==> config.mk <==
export PLATFORM = sky130hd
export DESIGN_NAME = result_collector
export DESIGN_NICKNAME = d
export VERILOG_FILES = /design/src/rtl/result_collector.sv
export SDC_FILE = /design/constraint.sdc
export NUM_CORES = 1
export LEC_CHECK = 0
export CAP_MARGIN = 20
export CORE_MARGIN = 2
export CORE_UTILIZATION = 45
export DETAILED_ROUTE_END_ITERATION = 10
export GPL_TIMING_DRIVEN = 0
export PLACE_DENSITY_LB_ADDON = 0.3
export SLEW_MARGIN = 20
export SYNTH_ARGS = -nofsm -noshare
export SYNTH_HDL_FRONTEND = slang
export SYNTH_SLANG_ARGS = --single-unit
==> constraint.sdc <==
create_clock -name clk -period 2.7 [get_ports clk]
set_input_delay 0.54 -clock clk [delete_from_list [all_inputs] [get_ports clk]]
set_output_delay 0.54 -clock clk [all_outputs]
set_load 0.01 [all_outputs]
==> src/rtl/result_collector.sv <==
// Drain-side collector for the systolic array: deskews per-column result streams
// into full rows, hands them off on a valid/ready port and flags completion.
module result_collector #(
  parameter int MATRIX_SIZE = 2,
  parameter int DATA_SIZE   = 32
) (
  input  logic                             clk,
  input  logic                             reset,
  input  logic                             start,
  input  logic [MATRIX_SIZE-1:0]           col_valid,
  input  logic [MATRIX_SIZE*DATA_SIZE-1:0] col_data,
  output logic                             out_valid,
  input  logic                             out_ready,
  output logic [MATRIX_SIZE*DATA_SIZE-1:0] out_data,
  output logic [$clog2(MATRIX_SIZE):0]     out_row,
  output logic                             done,
  output logic                             error
);

  localparam int CW = $clog2(MATRIX_SIZE) + 1;
  localparam int PW = (MATRIX_SIZE > 1) ? $clog2(MATRIX_SIZE) : 1;
  localparam logic [CW-1:0] ZERO_C  = CW'(0);
  localparam logic [CW-1:0] ONE_C   = CW'(1);
  localparam logic [CW-1:0] N_C     = CW'(MATRIX_SIZE);
  localparam logic [CW-1:0] LAST_C  = CW'(MATRIX_SIZE - 1);
  localparam logic [PW-1:0] PZERO_C = PW'(0);
  localparam logic [PW-1:0] PONE_C  = PW'(1);
  localparam logic [PW-1:0] PLAST_C = PW'(MATRIX_SIZE - 1);

  typedef enum logic [1:0] {
    ST_IDLE    = 2'd0,
    ST_COLLECT = 2'd1,
    ST_DONE    = 2'd2
  } state_t;

  state_t state_r, state_next_s;

  logic [DATA_SIZE-1:0] mem_r   [MATRIX_SIZE][MATRIX_SIZE];
  logic [PW-1:0]        wr_ptr_r[MATRIX_SIZE];
  logic [PW-1:0]        rd_ptr_r[MATRIX_SIZE];
  logic [CW-1:0]        fill_r  [MATRIX_SIZE];
  logic [CW-1:0]        acc_r   [MATRIX_SIZE];
  logic [CW-1:0]        row_r;
  logic                 err_r;

  logic [MATRIX_SIZE-1:0]           push_s;
  logic                             out_valid_s;
  logic                             pop_s;
  logic                             viol_s;
  logic                             clear_s;
  logic [MATRIX_SIZE*DATA_SIZE-1:0] out_data_s;

  function automatic logic [PW-1:0] next_ptr(input logic [PW-1:0] p);
    return (p == PLAST_C) ? PZERO_C : p + PONE_C;
  endfunction

  // Row availability, handshake, per-column push qualification and protocol checks
  always_comb begin
    out_valid_s = (state_r == ST_COLLECT);
    for (int j = 0; j < MATRIX_SIZE; j++) begin
      out_valid_s = out_valid_s & (fill_r[j] != ZERO_C);
    end
    pop_s = out_valid_s & out_ready;
    for (int j = 0; j < MATRIX_SIZE; j++) begin
      // A full FIFO can still take an element when the row drains in the same cycle
      push_s[j] = col_valid[j] && (state_r == ST_COLLECT) && (acc_r[j] != N_C) &&
                  ((fill_r[j] != N_C) || pop_s);
    end
    viol_s  = |(col_valid & ~push_s);
    clear_s = start && (state_r != ST_COLLECT);
  end

  // Row presented to writeback: concatenation of the column FIFO heads
  always_comb begin
    out_data_s = '0;
    for (int j = 0; j < MATRIX_SIZE; j++) begin
      out_data_s[j*DATA_SIZE +: DATA_SIZE] = mem_r[j][rd_ptr_r[j]];
    end
  end

  // Next-state decode for the collection FSM
  always_comb begin
    state_next_s = state_r;
    case (state_r)
      ST_IDLE: begin
        if (start) state_next_s = ST_COLLECT;
        else       state_next_s = ST_IDLE;
      end
      ST_COLLECT: begin
        if (pop_s && (row_r == LAST_C)) state_next_s = ST_DONE;
        else                            state_next_s = ST_COLLECT;
      end
      ST_DONE: begin
        if (start) state_next_s = ST_COLLECT;
        else       state_next_s = ST_DONE;
      end
      default: state_next_s = ST_IDLE;
    endcase
  end

  // FSM state register
  always_ff @(posedge clk) begin
    if (reset) state_r <= ST_IDLE;
    else       state_r <= state_next_s;
  end

  // Column FIFOs, element/row counters and sticky error flag
  always_ff @(posedge clk) begin
    if (reset) begin
      for (int j = 0; j < MATRIX_SIZE; j++) begin
        for (int k = 0; k < MATRIX_SIZE; k++) mem_r[j][k] <= '0;
        wr_ptr_r[j] <= PZERO_C;
        rd_ptr_r[j] <= PZERO_C;
        fill_r[j]   <= ZERO_C;
        acc_r[j]    <= ZERO_C;
      end
      row_r <= ZERO_C;
      err_r <= 1'b0;
    end else begin
      err_r <= err_r | viol_s;
      if (clear_s) begin
        for (int j = 0; j < MATRIX_SIZE; j++) begin
          wr_ptr_r[j] <= PZERO_C;
          rd_ptr_r[j] <= PZERO_C;
          fill_r[j]   <= ZERO_C;
          acc_r[j]    <= ZERO_C;
        end
        row_r <= ZERO_C;
      end else begin
        for (int j = 0; j < MATRIX_SIZE; j++) begin
          if (push_s[j]) begin
            mem_r[j][wr_ptr_r[j]] <= col_data[j*DATA_SIZE +: DATA_SIZE];
            wr_ptr_r[j]           <= next_ptr(wr_ptr_r[j]);
            acc_r[j]              <= acc_r[j] + ONE_C;
          end else begin
            acc_r[j] <= acc_r[j];
          end
          if (pop_s) rd_ptr_r[j] <= next_ptr(rd_ptr_r[j]);
          else       rd_ptr_r[j] <= rd_ptr_r[j];
          case ({push_s[j], pop_s})
            2'b10:   fill_r[j] <= fill_r[j] + ONE_C;
            2'b01:   fill_r[j] <= fill_r[j] - ONE_C;
            default: fill_r[j] <= fill_r[j];
          endcase
        end
        if (pop_s) row_r <= row_r + ONE_C;
        else       row_r <= row_r;
      end
    end
  end

  assign out_valid = out_valid_s;
  assign out_data  = out_data_s;
  assign out_row   = row_r;
  assign done      = (state_r == ST_DONE);
  assign error     = err_r;

endmodule
==> results.yml <==
yosys:
  syn_area_um2: 6523
  yosys_warnings: 0
  yosysUniqueCellTypes: 38
  syn_inst: 452
  syn-num-nets: 527
  ys_seq_area_frac: 0.6599
  syn_avg_cell_area_um2: 14.43
  yosysMostFrequentCell: "edfxtp_1"
  synthTopCellsByArea: "edfxtp_1 64%, and2_1 12%, mux2_2 11%"
  yosys.area.top_type: "edfxtp_1"
  synthDominantCellAreaShare: 0.6445
  synth_edf_count: 140
  synth_common_cells: "140 x edfxtp_1, 128 x and2_1, 64 x mux2_2, 17 x clkbuf_1"
  synthFlopType: "edfxtp_1"
  async_flop_share: 0
  ys_ff_latch: 145
global_route:
  top_usage_layer: "met2"
  grt_max_degree: 33
  grt_pass1_vias: 4173
  grt_pass1_wl_um: 21560
  antenna_found_initial: 0
  met2_usage: 0.3034
  grtUsageTotal: 0.1798
  met1_usage: 0.2120
  overflow: 0
  met3_usage: 0.06100
critical_path:
  critPathKind: "flop to output port"
  critical-path-max-stage-delay_ps: 530
  crit_family: "buffers and inverters"
  worstPathArrival_ps: 2070
  required_ps: 2160
  crit_cells: 3
  crit_chain: "clkbuf_4 > mux2_2 > clkdlybuf4s50_1"
  endpoint_kind: "output port"
  cp-start-kind: "flop"
  crit_fanout: 10
  cp.buffers_inverters: 2
  rr_worst_depth: 6
  cpMaxStageDelayCell: "clkdlybuf4s50_1"
floorplanning:
  core-area_um2: 14040
  die_y_um: 124.4
  initial_core_util: 0.4645
  dieArea_um2: 15470
  rows: 43
  ios: 139
  fp.dieW_um: 124.4
cts:
  path_clk_slew_ps: 60
  clock_tree.buffer_depth: 2
  cts_tree: "done"
  post_cts_buffers: 0
  cts_made_buffers: 17
  clkLatencyLatePin_ps: 410
  clock_sinks: 145
  root_buffer: "clkbuf_16"
  cts.htree.levels: 4
timing:
  drv_slew: 0
  timing.final.ws_setup_ps: 85.65
  relSlewSlack: 0.6307
  fin_crit_ps: 2614
  rsz0062_at_grt: "no"
  finalClockSkew_ps: 7.202
  tightestPinTransition_ps: 553.9
  min_period_over_period: 0.9683
  setup_viol: 0
  timing_hold_violations_final: 0
  timing.fmax_mhz: 382.5
routing:
  drc: 0
  viasPerCell: 4.985
  drtIter0Drc: 284
  ant_nets: 0
  first_pass_iters: 5
  totalWireLength_um: 13420
  vias: 3993
  wl_per_cell_um: 16.75
final_layout:
  nNetsFinal: 683
  area_delta_synth_final_pct: 34.62
  drive_gt1_frac: 0.1884
  diodes: 0
place:
  place.detailed.hpwl_um: 9302
  preCtsSetupSlack_ps: -359.9
  place.gp.congestion: 0.8007
  numPortBuffers: 137
pwr:
  sequentialPowerShare: 0.455
  ir_drop_mv: 0.3634
  swShare: 0.2136
  leakagePower_nw: 3.301
  switching_power_mw: 1.241
  powerDensity_nw_per_um2: 662.0
  total_power_mw: 5.813
  clkPwrFrac: 0.411
  intPower_mw: 4.571
  combPwrFrac: 0.134
run:
  drv_cap: 0
hold_path:
  hold_class: "flop to flop"
  min_path_cells: 2
outcome:
  status: "finished, final reports clean"
==> tightest hold or removal path, stage by stage (launching register included) <==
cell     delay (ps)
dfxtp_1         310
inv_1            50
a31oi_1          60
==> cell families after synthesis <==
group,Yosys count,synth area share
xor gates and xnor gates,1,0.001343
adders and majority gates,5,0.009591
DFF,145,0.6599
buffers and inverters,33,0.02417
and+or+nand+nor,186,0.1725
AOI/OAI and AO/OA,18,0.02206
muxes,64,0.1105
==> per-layer routing <==
metal	share of wire	wire length, um
met2	0.50	6727
met4	0.015	203
met3	0.067	901
met1	0.42	5588
met5	0	0
==> sequential cells by signal, summed over array words and instances (netlist names) <==
signal and flops:
acc_r 4, rd_ptr_r 2, wr_ptr_r 2, out_row 2
state_r 2, error 1, mem_r 128, fill_r 4
==> layout by cell type (no fill, tap or decap), types with 5 or more instances in the layout <==
cell type        synthesis  routed
clkbuf_1                17      12
nand2_1                 12      12
nand3_1                  6       6
nor2_1                  12      12
clkbuf_16                0      17
dfxtp_1                  5       5
inv_1                    9       9
edfxtp_1               140     140
mux2_2                  64      64
and2_1                 128     128
clkdlybuf4s50_1          0     137
nand2b_1                 7       7
ha_1                     5       5
==> power by group through the flow <==
stage | logic [mW] | clock network (mW) | registers (mW)
after CTS | 0.796 | 2.43 | 2.64
final | 0.781 | 2.39 | 2.64
after detailed placement | 0.785 | 0 | 2.69
after floorplan | 0.386 | 0 | 2.67
after global placement | 0.764 | 0 | 2.68
after global routing | 0.843 | 2.53 | 2.66
==> per-stage QoR <==
stage,instances,setup TNS [ps],hold slack (ps),util,instance area (um^2)
6_report,801,0,471.4,0.6253,8781
5_1_grt,801,0,494.3,0.6253,8781
4_1_cts,802,-110.0,475.7,0.6254,8782
3_5_place_dp,771,-20750,466.6,0.5810,8159
3_3_place_gp,769,-65090,463.8,0.5782,8119
2_1_floorplan,452,0,484.0,-,6523
==> cell type report <==
type | instances | area [um^2]
inverter | 9 | 33.78
clock inverter | 12 | 165.2
clock buffer | 20 | 436.7
tap | 180 | 225.2
multi-input combinational | 274 | 2066
sequential | 145 | 4304
fill | 1051 | 5261
buffer | 22 | 138.9
timing repair buffer | 139 | 1411
==> worst paths after layout <==
kind              slack (ps)            to          from
hold reg to reg          470         error         error
setup reg to reg         260  mem_r[0][45]  fill_r[1][0]
hold / removal           470         error         error
setup / recovery          90   out_data[0]   rd_ptr_r[0]
==> what timing repair did <==
action / CTS / global route
gates resized for setup: 13 / 4
endpoints found under the setup margin: 68 / 61
hold buffers: 0 / 0
(Power assumes the default switching activity.)
